`config.mk`:
```
export PLATFORM = sky130hd
export DESIGN_NAME = vip_frame_source
export DESIGN_NICKNAME = d
export VERILOG_FILES = /design/src/rtl/vip_pkg.sv /design/src/rtl/vip_pattern_gen.sv /design/src/rtl/vip_frame_source.sv
export SDC_FILE = /design/constraint.sdc
export NUM_CORES = 1
export LEC_CHECK = 0
export ABC_AREA = 1
export CAP_MARGIN = 40
export CORE_UTILIZATION = 41
export DETAILED_ROUTE_END_ITERATION = 10
export SLEW_MARGIN = 20
export SYNTH_ARGS = -nofsm -noshare
export SYNTH_HDL_FRONTEND = slang
export SYNTH_SLANG_ARGS = --single-unit
```
`constraint.sdc`:
```
create_clock -name clk -period 2.9 [get_ports clk]
set_clock_uncertainty 0.05 [all_clocks]
set_input_delay 0.58 -clock clk [delete_from_list [all_inputs] [get_ports clk]]
set_output_delay 0.58 -clock clk [all_outputs]
set_load 0.02 [all_outputs]
```
`src/rtl/vip_pkg.sv`:
```
// Shared definitions for the VIP synthetic frame source: FSM state encoding,
// test-pattern codes and counter-width helpers.
package vip_pkg;

  typedef enum logic [2:0] {
    ST_IDLE,
    ST_VSYNC,
    ST_VBACK,
    ST_ACTIVE,
    ST_VFRONT
  } vip_state_e;

  localparam logic [1:0] PAT_HRAMP = 2'd0;
  localparam logic [1:0] PAT_VRAMP = 2'd1;
  localparam logic [1:0] PAT_CHECK = 2'd2;
  localparam logic [1:0] PAT_CONST = 2'd3;

  // A counter for a single value still needs one bit.
  function automatic int cnt_width(input int n);
    return (n <= 1) ? 1 : $clog2(n);
  endfunction

  function automatic int max_of(input int a, input int b);
    return (a > b) ? a : b;
  endfunction

endpackage

```
`src/rtl/vip_pattern_gen.sv`:
```
// Registered luminance generator: loads a new pattern value on each pixel
// strobe, holds it between strobes and clears it outside active pixels.
module vip_pattern_gen
  import vip_pkg::*;
#(
  parameter int X_W        = 10,
  parameter int Y_W        = 9,
  parameter int CHECK_LOG2 = 3
) (
  input  logic           clk,
  input  logic           rst_n,
  input  logic [X_W-1:0] x,
  input  logic [Y_W-1:0] y,
  input  logic [1:0]     pattern_sel,
  input  logic [7:0]     const_y,
  input  logic           pix_valid,
  input  logic           pix_strobe,
  output logic [7:0]     pix_y
);

  logic [7:0] pix_q, pix_d;
  logic [7:0] pattern_val;
  logic       check_bit;

  always_comb begin
    check_bit = 1'(x >> CHECK_LOG2) ^ 1'(y >> CHECK_LOG2);
    case (pattern_sel)
      PAT_HRAMP: pattern_val = 8'(x);
      PAT_VRAMP: pattern_val = 8'(y);
      PAT_CHECK: pattern_val = check_bit ? 8'hFF : 8'h00;
      default:   pattern_val = const_y;
    endcase

    pix_d = pix_q;
    if (!pix_valid) begin
      pix_d = 8'h00;
    end else if (pix_strobe) begin
      pix_d = pattern_val;
    end
  end

  always_ff @(posedge clk or negedge rst_n) begin
    if (!rst_n) begin
      pix_q <= 8'h00;
    end else begin
      pix_q <= pix_d;
    end
  end

  assign pix_y = pix_q;

endmodule

```
`src/rtl/vip_frame_source.sv`:
```
// Synthetic video transmitter for the VIP pipeline: frame/line timing FSM,
// pixel pacing and registered vsync/href/clken/luminance outputs.
module vip_frame_source
  import vip_pkg::*;
#(
  parameter int H_ACTIVE    = 640,
  parameter int H_BLANK     = 160,
  parameter int V_ACTIVE    = 480,
  parameter int VSYNC_LINES = 2,
  parameter int V_BACK      = 8,
  parameter int V_FRONT     = 2,
  parameter int CLK_DIV     = 2,
  parameter int CHECK_LOG2  = 3
) (
  input  logic       clk,
  input  logic       rst_n,
  input  logic       enable,
  input  logic [1:0] pattern_sel,
  input  logic [7:0] const_y,
  output logic       post_frame_vsync,
  output logic       post_frame_href,
  output logic       post_frame_clken,
  output logic [7:0] post_img_y,
  output logic       frame_done,
  output logic       busy
);

  localparam int H_TOTAL = H_ACTIVE + H_BLANK;
  localparam int V_MAX   = max_of(max_of(VSYNC_LINES, V_BACK), max_of(V_ACTIVE, V_FRONT));
  localparam int DIV_W   = cnt_width(CLK_DIV);
  localparam int H_W     = cnt_width(H_TOTAL);
  localparam int V_W     = cnt_width(V_MAX);

  localparam logic [DIV_W-1:0] DIV_LAST   = DIV_W'(CLK_DIV - 1);
  localparam logic [H_W-1:0]   H_LAST     = H_W'(H_TOTAL - 1);
  localparam logic [H_W-1:0]   H_ACT_END  = H_W'(H_ACTIVE);
  localparam logic [V_W-1:0]   FRONT_LAST = V_W'(V_FRONT - 1);

  vip_state_e       state_q, state_d;
  logic [DIV_W-1:0] div_q, div_d;
  logic [H_W-1:0]   h_q, h_d;
  logic [V_W-1:0]   v_q, v_d;
  logic [1:0]       pat_q, pat_d;
  logic [7:0]       const_q, const_d;
  logic             vsync_q, vsync_d;
  logic             href_q, href_d;
  logic             clken_q, clken_d;
  logic             done_q, done_d;
  logic             busy_q, busy_d;

  int   state_lines;
  logic slot_last, line_end, state_end;

  always_comb begin
    case (state_q)
      ST_VSYNC:  state_lines = VSYNC_LINES;
      ST_VBACK:  state_lines = V_BACK;
      ST_ACTIVE: state_lines = V_ACTIVE;
      ST_VFRONT: state_lines = V_FRONT;
      default:   state_lines = 1;
    endcase
  end

  assign slot_last = (div_q == DIV_LAST);
  assign line_end  = slot_last && (h_q == H_LAST);
  assign state_end = line_end && (v_q == V_W'(state_lines - 1));

  // Counters ripple slot_div -> h_cnt -> v_cnt; v_cnt restarts in every state.
  always_comb begin
    state_d = state_q;
    div_d   = div_q;
    h_d     = h_q;
    v_d     = v_q;
    pat_d   = pat_q;
    const_d = const_q;

    if (state_q == ST_IDLE) begin
      div_d = '0;
      h_d   = '0;
      v_d   = '0;
      if (enable) begin
        state_d = ST_VSYNC;
      end
    end else if (!slot_last) begin
      div_d = div_q + DIV_W'(1);
    end else begin
      div_d = '0;
      if (h_q != H_LAST) begin
        h_d = h_q + H_W'(1);
      end else begin
        h_d = '0;
        if (!state_end) begin
          v_d = v_q + V_W'(1);
        end else begin
          v_d = '0;
          case (state_q)
            ST_VSYNC:  state_d = ST_VBACK;
            ST_VBACK:  state_d = ST_ACTIVE;
            ST_ACTIVE: state_d = ST_VFRONT;
            default:   state_d = enable ? ST_VSYNC : ST_IDLE;
          endcase
        end
      end
    end

    if ((state_d == ST_VSYNC) && (state_q != ST_VSYNC)) begin
      pat_d   = pattern_sel;
      const_d = const_y;
    end
  end

  // Outputs are decoded from the next-cycle position so the flops line up with it.
  always_comb begin
    vsync_d = (state_d == ST_VSYNC);
    href_d  = (state_d == ST_ACTIVE) && (h_d < H_ACT_END);
    clken_d = href_d && (div_d == '0);
    busy_d  = (state_d != ST_IDLE);
    done_d  = (state_d == ST_VFRONT) && (div_d == DIV_LAST) &&
              (h_d == H_LAST) && (v_d == FRONT_LAST);
  end

  always_ff @(posedge clk or negedge rst_n) begin
    if (!rst_n) begin
      state_q <= ST_IDLE;
      div_q   <= '0;
      h_q     <= '0;
      v_q     <= '0;
      pat_q   <= PAT_HRAMP;
      const_q <= 8'h00;
      vsync_q <= 1'b0;
      href_q  <= 1'b0;
      clken_q <= 1'b0;
      done_q  <= 1'b0;
      busy_q  <= 1'b0;
    end else begin
      state_q <= state_d;
      div_q   <= div_d;
      h_q     <= h_d;
      v_q     <= v_d;
      pat_q   <= pat_d;
      const_q <= const_d;
      vsync_q <= vsync_d;
      href_q  <= href_d;
      clken_q <= clken_d;
      done_q  <= done_d;
      busy_q  <= busy_d;
    end
  end

  vip_pattern_gen #(
    .X_W       (H_W),
    .Y_W       (V_W),
    .CHECK_LOG2(CHECK_LOG2)
  ) u_pattern (
    .clk        (clk),
    .rst_n      (rst_n),
    .x          (h_d),
    .y          (v_d),
    .pattern_sel(pat_q),
    .const_y    (const_q),
    .pix_valid  (href_d),
    .pix_strobe (clken_d),
    .pix_y      (post_img_y)
  );

  assign post_frame_vsync = vsync_q;
  assign post_frame_href  = href_q;
  assign post_frame_clken = clken_q;
  assign frame_done       = done_q;
  assign busy             = busy_q;

endmodule
```
==> results of run 1 <==
==> critical path: cells and delay by family, from the launching register on <==
kind	cells	cell delay (ps)
AOI/OAI and AO/OA	1	30
adders and majority gates	1	310
buffers and inverters	1	230
DFF	1	440
and+or+nand+nor	13	1470
==> cells by family (layout without fill, tap and decap cells) <==
| group | Yosys count | count (layout) | synth area share |
|---|---|---|---|
| buffers and inverters | 61 | 92 | 0.0838 |
| XOR/XNOR | 6 | 6 | 0.0186 |
| AO/OA/AOI/OAI | 24 | 24 | 0.0497 |
| flip-flops | 46 | 46 | 0.408 |
| AND/OR/NAND/NOR | 245 | 245 | 0.427 |
| adder cells (fa/ha/maj) | 3 | 3 | 0.0133 |
==> metrics by stage <==
step | std cells | instance area, um2 | total power [mW]
2_1_floorplan | 385 | 2820 | 1.48
3_3_place_gp | 485 | 3160 | 1.71
3_5_place_dp | 485 | 3160 | 1.71
4_1_cts | 493 | 3250 | 2.10
5_1_grt | 493 | 3250 | 2.24
6_report | 493 | 3250 | 2.08
==> synth_stat cells <==
master | instances | area share
a21oi_2 | 2 | 0.0062
xor2_1 | 6 | 0.019
or2_2 | 2 | 0.0044
clkbuf_2 | 1 | 0.0018
o22ai_1 | 1 | 0.0022
nand3_4 | 4 | 0.025
nor2_1 | 34 | 0.045
a31o_2 | 1 | 0.0031
nor2_8 | 2 | 0.014
nor3_2 | 1 | 0.0035
inv_1 | 49 | 0.065
nand3_2 | 4 | 0.014
nand2_4 | 3 | 0.012
o21ai_2 | 1 | 0.0031
nand2_2 | 6 | 0.013
nand2_1 | 129 | 0.17
nor3_1 | 5 | 0.0089
nand3b_1 | 1 | 0.0027
inv_2 | 8 | 0.011
ha_1 | 3 | 0.013
a41oi_1 | 1 | 0.0031
nand4_1 | 18 | 0.040
nor2_4 | 2 | 0.0080
buf_4 | 1 | 0.0027
o21ai_0 | 6 | 0.011
nor2_2 | 8 | 0.018
o21ai_1 | 8 | 0.014
a21oi_1 | 4 | 0.0071
buf_2 | 2 | 0.0035
nand3_1 | 26 | 0.046
dfrtp_1 | 46 | 0.41
==> sequential cells by signal, summed over array words and instances, names as in the netlist <==
name              flops
u_pattern.pix_y       8
post_frame_href       1
busy                  1
pat_q                 2
state_q               3
frame_done            1
const_q               8
div_q                 1
v_q                   9
post_frame_vsync      1
h_q                  10
post_frame_clken      1
==> worst max path at each step <==
| stage | start | end | slack (ps) |
|---|---|---|---|
| 2_1_floorplan | state_q[2] | pat_q[0] | 500 |
| 3_3_place_gp | state_q[2] | pat_q[1] | 310 |
| 3_5_place_dp | state_q[2] | pat_q[1] | 260 |
| 4_1_cts | state_q[2] | pat_q[0] | 220 |
| 5_1_grt | state_q[2] | const_q[4] | 40 |
| 6_report | state_q[2] | pat_q[0] | 240 |
==> power by group through the flow <==
stage,clock network [mW],logic [mW],registers [mW]
floorplan,0,0.640,0.844
global placement,0,0.839,0.869
detailed placement,0,0.838,0.869
CTS,0.406,0.843,0.855
global route,0.428,0.938,0.876
finish,0.391,0.836,0.856
==> metal layers <==
| layer | vias up | share of wire |
|---|---|---|
| met5 | - | 0 |
| met4 | 0 | 0.016 |
| met3 | 10 | 0.032 |
| met2 | 45 | 0.46 |
| met1 | 1121 | 0.49 |
| li1 | 1280 | - |
==> final cells by class <==
class                           instances  area [um2]
Fill cell                             659        3250
Clock buffer                            5        68.8
Tap cell                               77        96.3
Inverter                               57         214
Sequential cell                        46        1150
Timing Repair Buffer                   27         260
Multi-Input combinational cell        278        1430
Clock inverter                          3        21.3
==> reports/qor.yml, run 1 <==
slew_headroom: 0.653
fin_crit_ps: 2660
r2r_slack_ps: 240
yosys_warnings: 0
ir_worst_vdd_mv: 0.370
grt_remaining_overflow: 0
root_buffer: "clkbuf_8"
top_usage_layer: "met2"
met3_usage: 0.0331
fp.coreArea_mm2: 0.00649
seq_area_frac_synth: 0.408
worst_setup_path_start_kind: "flip-flop"
p_sw_uw: 882
grt_pass1_wl_mm: 10.9
grt_use_met1: 0.268
grt_pass1_vias: 2255
drv_cap: 0
p_comb_frac: 0.401
ios: 26
io_buffer_count: 25
end_kind: "flip-flop"
p_clk_frac: 0.188
start_util: 0.434
p_int_mw: 1.20
hold_path.class: "in2async"
hold_viol: 0
seq_power_share: 0.411
ant_nets: 0
synth.avg_cell_area_um2: 7.33
drc_errors: 0
tightestPinTransition_ps: 521
netlist_instances: 385
routed_wl_mm: 6.39
cts_repair_resize_count: 0
drtIter0Drc: 122
path_class: "reg2reg"
cts_hold_buf: 0
fin_crit_sh: 0.918
rows: 29
grt_use_met2: 0.309
reg2regPathDepth: 16
vias: 2456
numCtsBuffers: 5
path_max_fanout: 20
switching_share: 0.424
area_growth_pct: 15.0
grt_start_max_net_pins: 25
cts_max_level: 2
die_x_um: 85.0
synth_nets: 401
place.detailed.hpwl_mm: 5.15
power_leakage_nw: 1.72
clock.fmax_ghz: 0.376
worstPathArrival_ps: 2800
rr_endpoint: "pat_q[0]"
slowest_stage: "dfrtp_1"
outcome: "finished, final reports clean"
n_antenna_cell: 0
cts_tree: "yes"
globalRouteTotalUtil: 0.192
whs_ps: 195
setup_viol: 0
viasPerCell: 4.98
rr_startpoint: "state_q[2]"
clk_pin_slew_ps: 90
final_nets: 431
place.gp.congestion: 0.861
post-route-util: 0.500
clock_sinks: 46
rsz0062_at_grt: "no"
fp.dieArea_mm2: 0.00722
clk_latency_ps: 300
final.setup.worst_slack_ps: 239
place_ws_ps: 256
powerDensity_mw_per_mm2: 642
max_stage_delay_ps: 440
synth-seq-cells: 46
final_common_cell: "nand2_1"
final_cell_mix: "nand2_1, inv_1, dfrtp_1, nor2_1, nand3_1"
cts_max_path_buffers: 2
wl_per_cell_um: 13.0
antenna_found_initial: 0
tns_ps: 0
drive_above_1_share: 0.132
synthDistinctLibCells: 31
syn_area_mm2: 0.00282
drv_slew: 0
fp.dieH_um: 85.0
crit_chain: "nor2_2 -> nand2_1 -> ha_1 -> nand2_1 -> nand3_1 -> nor2_1 -> nand2_1 -> nor2_4 -> nand3_4 -> nand2_2 -> nand2_2 -> nand2_2 -> nand4_1 -> buf_4 -> nor2_2 -> a21oi_2"
cp.required_ps: 3040
cts_setup_buffers: 0
dr.pass1.iters: 4
Note: power is estimated with default switching activity, not from simulation.
==> inputs of run 2 (changes only) <==
CORE_UTILIZATION = 45   (was 41)
SKIP_LAST_GASP = 1   (was not set)
SYNTH_HIERARCHICAL = 1   (was not set)
==> reports/qor.yml, run 2 <==
hold_path.class: "in2async"
top_regs: "h_q: 10 flops, v_q: 9 flops"
final.setup.worst_slack_ps: 102  # -137 ps
largest_reg_flops: 10  # unchanged
clk_latency_ps: 300  # about the same
end_kind: "flip-flop"
place_ws_ps: -41.6  # -298 ps
cts_hold_buf: 0  # unchanged
path_buf_inv: 2  # +1
clock.fmax_ghz: 0.357  # -4.9%
final_nets: 509  # +18%
cts_max_path_buffers: 2  # unchanged
yosysMostFrequentCell: "nand2_1"
drtIter0Drc: 164  # +34%
syn_area_mm2: 0.00298  # +5.5%
grt_remaining_overflow: 0  # unchanged
fp.coreArea_mm2: 0.00639  # -1.7%
synth_top_cells_by_count: "nand2_1, nor2_1, inv_1, dfrtp_1, nand3_1"
rr_startpoint: "state_q[1]"
path_class: "reg2reg"
yosysTopAreaCellShare: 0.387  # -0.0214
r2r_slack_ps: 100  # -140 ps
ant_nets: 0  # unchanged
power_leakage_nw: 1.91  # +11%
cp.required_ps: 3090  # +50 ps
ir_worst_vdd_mv: 0.431  # +16%
instances_no_fill: 571  # +16%
place.detailed.hpwl_mm: 5.90  # +15%
antenna_found_initial: 0  # unchanged
seq_area_mm2: 0.00115  # unchanged
n_antenna_cell: 0  # unchanged
worstPathArrival_ps: 2990  # +190 ps
max_stage_delay_ps: 370  # -70 ps
grt_start_max_net_pins: 23  # -8.0%
netlist_instances: 442  # +15%
drv_slew: 0  # unchanged
multiInputGateArea_mm2: 0.00165  # +15%
rows: 29  # unchanged
synthDistinctLibCells: 32  # +3.2%
vias: 2820  # +15%
yosys_warnings: 6  # +6
fin_crit_sh: 0.965  # +0.0472
die_x_um: 83.3  # -1.9%
numCtsBuffers: 5  # unchanged
path_delay_family: "simple AND/OR/NAND/NOR gates"
fillerInstances: 649  # -1.5%
whs_ps: 45.9  # -149 ps
drive_above_1_share: 0.178  # +0.0459
slew_headroom: 0.751  # +0.0982
seq_area_frac_synth: 0.387  # -0.0214
ys.flop_type: "dfrtp_1"
hold_viol: 0  # unchanged
ios: 26  # unchanged
grt_pass1_wl_mm: 13.0  # +19%
rr_endpoint: "u_pattern/pix_y[3]"
post-place-cells: 558  # +15%
routed_wl_mm: 7.63  # +19%
clock_sinks: 46  # unchanged
start_util: 0.466  # +0.0319
slowest_stage: "dfrtp_1"
dr.pass1.iters: 4  # unchanged
setup_viol: 0  # unchanged
cts_max_level: 2  # unchanged
path_max_fanout: 8  # -60%
globalRouteTotalUtil: 0.235  # +0.0421
synth-seq-cells: 46  # unchanged
async_reset_ff_frac: 1.00  # unchanged
cts_tree: "yes"
powerDensity_mw_per_mm2: 598  # -6.8%
clk_pin_slew_ps: 90  # about the same
drc_errors: 0  # unchanged
crit_chain: "inv_2 -> nor2_4 -> nand2_2 -> ha_4 -> nand2_1 -> nand3_1 -> nor2_2 -> nand2_2 -> nor2_4 -> nand3_4 -> a21oi_2 -> o21ai_2 -> inv_2 -> nand2_2 -> nor3_4 -> nand2_4 -> nor2_1 -> nand2_1 -> nand2_1"
fp.dieArea_mm2: 0.00695  # -3.8%
fp.dieH_um: 83.3  # -1.9%
post-route-util: 0.568  # +0.0685
place.gp.congestion: 0.857  # -0.38%
fin_crit_ps: 2800  # +137 ps
top_register: "h_q"
area_growth_pct: 21.8
wl_per_cell_um: 13.4  # +3.0%
synth_edf_count: 0  # unchanged
outcome: "finished, final reports clean"
yosys.area.top_type: "dfrtp_1"
synth_area_leaders: "dfrtp_1, nand2_1, nor2_1"
final_common_cell: "nand2_1"
root_buffer: "clkbuf_8"
synth.avg_cell_area_um2: 6.74  # -8.1%
reg2regPathDepth: 19  # +3
final_cell_mix: "nand2_1, nor2_1, inv_1, dfrtp_1, nand3_1"
total_power_mw: 2.17  # +4.2%
drv_cap: 0  # unchanged
worst_setup_path_start_kind: "flip-flop"
synth_nets: 458  # +14%
tightestPinTransition_ps: 373  # -147 ps
viasPerCell: 4.94  # -0.86%
io_buffer_count: 25  # unchanged
grt_pass1_vias: 2713  # +20%
## run 2: per-stage QoR
stage | TNS, ps | area, um2
2_1_floorplan | 0 | 2980
3_3_place_gp | 0 | 3420
3_5_place_dp | -239 | 3420
4_1_cts | 0 | 3530
5_1_grt | -363 | 3630
6_report | 0 | 3630
## run 2: routing by layer
layer,global-route usage,up-vias,share of wire
li1,-,1474,-
met1,0.329,1283,0.48
met2,0.382,54,0.46
met3,0.0338,9,0.041
met4,0.0580,0,0.012
met5,0,-,0
## run 2: how the worst max path moves through the flow
stage / from / end / depth (start not counted)
2_1_floorplan: state_q[2] / u_pattern/pix_y[0] / 18
3_3_place_gp: h_q[0] / u_pattern/pix_y[1] / 15
3_5_place_dp: state_q[2] / u_pattern/pix_y[5] / 18
4_1_cts: state_q[2] / u_pattern/pix_y[3] / 18
5_1_grt: state_q[1] / u_pattern/pix_y[5] / 18
6_report: state_q[1] / u_pattern/pix_y[3] / 19
## run 2: where the power goes
group	switching (mW)	internal [mW]
combinational	0.586	0.315
sequential	0.0944	0.751
clock	0.232	0.192
total	0.912	1.26
## run 2: repair_timing
action / 4_1_cts / 5_1_grt
endpoints found under the hold margin: 0 / 0
pin swaps: 0 / 9
resized for setup: 3 / 19
buffers inserted: 0 / 5
setup endpoints to repair: 8 / 9
## run 2: cell type report
cell class / count / share of cell area
multi-input combinational: 335 / 0.454
sequential: 46 / 0.317
timing repair buffer: 49 / 0.117
inverter: 56 / 0.0583
tap: 77 / 0.0266
clock buffer: 6 / 0.0228
clock inverter: 2 / 0.00345
## run 2: logic make-up (layout without fill, tap and decap cells)
kind of cell               Yosys count  after routing  synth area share
DFF                                 46             46             0.387
AOI/OAI and AO/OA                   16             16            0.0307
buffers and inverters               61            113            0.0849
and+or+nand+nor                    312            312             0.474
xor gates and xnor gates             4              4            0.0118
adders and majority gates            3              3            0.0126
==> inputs of run 3 (changes only) <==
HOLD_SLACK_MARGIN = 0.05   (was not set)
==> reports/qor.yml, run 3 (same netlist as run 2, synthesis figures left out) <==
fp.coreArea_mm2: 0.00639  # unchanged
worst_setup_path_start_kind: "flip-flop"
cts_max_path_buffers: 2  # unchanged
drv_cap: 0  # unchanged
whs_ps: 440  # +395 ps
post-place-cells: 558  # unchanged
powerDensity_mw_per_mm2: 597  # -0.22%
place.detailed.hpwl_mm: 5.90  # unchanged
outcome: "finished, final reports clean"
viasPerCell: 4.96  # +0.43%
p_sw_uw: 913  # about the same
routed_wl_mm: 7.64  # +0.21%
setup_viol: 0  # unchanged
clk_pin_slew_ps: 90  # about the same
final_common_cell: "nand2_1"
p_int_mw: 1.26  # about the same
slew_headroom: 0.751  # about the same
drive_above_1_share: 0.178  # -0.000360
ir_worst_vdd_mv: 0.431  # about the same
cts_tree: "yes"
grt_pass1_vias: 2713  # unchanged
dr.pass1.iters: 4  # unchanged
power_leakage_nw: 1.91  # +0.22%
fp.dieH_um: 83.3  # unchanged
post-route-util: 0.570  # +0.00157
hold_path.class: "reg2reg"
fin_crit_sh: 0.963  # -0.00165
ant_nets: 0  # unchanged
io_buffer_count: 25  # unchanged
ios: 26  # unchanged
path_max_fanout: 8  # unchanged
die_x_um: 83.3  # unchanged
clock_sinks: 46  # unchanged
crit_chain: "inv_2 -> nor2_4 -> nand2_2 -> ha_4 -> nand2_1 -> nand3_1 -> nor2_2 -> nand2_2 -> nor2_4 -> nand3_4 -> a21oi_2 -> o21ai_2 -> inv_2 -> nand2_2 -> nor3_4 -> nand2_4 -> nor2_1 -> nand2_1 -> nand2_1"
r2r_slack_ps: 110  # about the same
max_stage_delay_ps: 370  # about the same
end_kind: "flip-flop"
wl_per_cell_um: 13.4  # about the same
top_register: "h_q"
vias: 2837  # +0.60%
cp.required_ps: 3090  # about the same
start_util: 0.466  # unchanged
clock.fmax_ghz: 0.358  # +0.17%
drc_errors: 0  # unchanged
antenna_found_initial: 0  # unchanged
drtIter0Drc: 148  # -9.8%
root_buffer: "clkbuf_8"
numCtsBuffers: 5  # unchanged
p_comb_frac: 0.416  # about the same
grt_start_max_net_pins: 23  # unchanged
clk_latency_ps: 290  # about the same
final_cell_mix: "nand2_1, nor2_1, inv_1, dfrtp_1, nand3_1"
n_antenna_cell: 0  # unchanged
slowest_stage: "dfrtp_1"
hold_viol: 0  # unchanged
fin_crit_ps: 2790  # -4.79 ps
top_regs: "h_q: 10 flops, v_q: 9 flops"
tightestPinTransition_ps: 373  # +0.137 ps
grt_remaining_overflow: 0  # unchanged
rows: 29  # unchanged
final_nets: 510  # +0.20%
grt_pass1_wl_mm: 13.0  # unchanged
area_growth_pct: 22.2
path_class: "reg2reg"
total_power_mw: 2.17  # about the same
switching_share: 0.420  # about the same
globalRouteTotalUtil: 0.235  # unchanged
largest_reg_flops: 10  # unchanged
seq_power_share: 0.389  # about the same
instances_no_fill: 572  # +0.18%
drv_slew: 0  # unchanged
worstPathArrival_ps: 2980  # about the same
place.gp.congestion: 0.857  # unchanged
fp.dieArea_mm2: 0.00695  # unchanged
cts_max_level: 2  # unchanged
p_clk_frac: 0.195  # about the same
-- run 3: cell count changes in the layout (fill, tap and decap cells not counted), sizes merged --
cell and change:
dlygate4sd3 +1
-- run 3: final timing paths --
check                                 from  cells after the start            endpoint
worst min-delay path            const_q[4]                      2          const_q[4]
min in group asynchronous            rst_n                      2              h_q[6]
max in group asynchronous            rst_n                      3          state_q[1]
worst max-delay path            state_q[1]                     19  u_pattern/pix_y[3]
worst max register to register  state_q[1]                     19  u_pattern/pix_y[3]
worst min register to register  const_q[4]                      2          const_q[4]
-- run 3: cell type report --
type / count / area [um2]
Clock buffer: 6 / 82.6
Clock inverter: 2 / 12.5
Fill cell: 648 / 2750
Inverter: 56 / 211
Multi-Input combinational cell: 335 / 1650
Sequential cell: 46 / 1150
Tap cell: 77 / 96.3
Timing Repair Buffer: 50 / 435
-- run 3: repair_timing --
action,CTS,global route
buffers inserted,0,5
hold buffers,1,0
endpoints found under the setup margin,8,9
hold endpoints to repair,5,0
pin swaps,0,9
gates resized for setup,3,19
-- run 3: routing by layer --
layer / vias up / GRT usage / wire, um
met1: 1305 / 0.329 / 3700
met4: 0 / 0.0580 / 68
met5: - / 0 / 0
met3: 6 / 0.0338 / 281
met2: 50 / 0.382 / 3600
li1: 1476 / - / -
-- run 3: power by group through the flow --
stage	registers (mW)	clock network, mW	logic (mW)
after CTS	0.845	0.439	0.896
after floorplan	0.845	0	0.656
final	0.846	0.422	0.904
after global routing	0.858	0.464	1.02
after global placement	0.856	0	0.880
after detailed placement	0.857	0	0.887
-- run 3: worst max-delay path, delay by kind of cell, from the launching register on --
family,cells,cell delay (ps)
flip-flops,1,370
buffers and inverters,2,150
adder cells (fa/ha/maj),1,220
AND/OR/NAND/NOR,14,1700
AO/OA/AOI/OAI,2,250
-- run 3: metrics by stage --
step	setup TNS [ps]	setup WS, ps	cell area (um2)
final	0	107	3640
after global routing	-363	-50.7	3640
after CTS	0	54.7	3540
after detailed placement	-239	-41.6	3420
after global placement	0	68.2	3420
after floorplan	0	229	2980
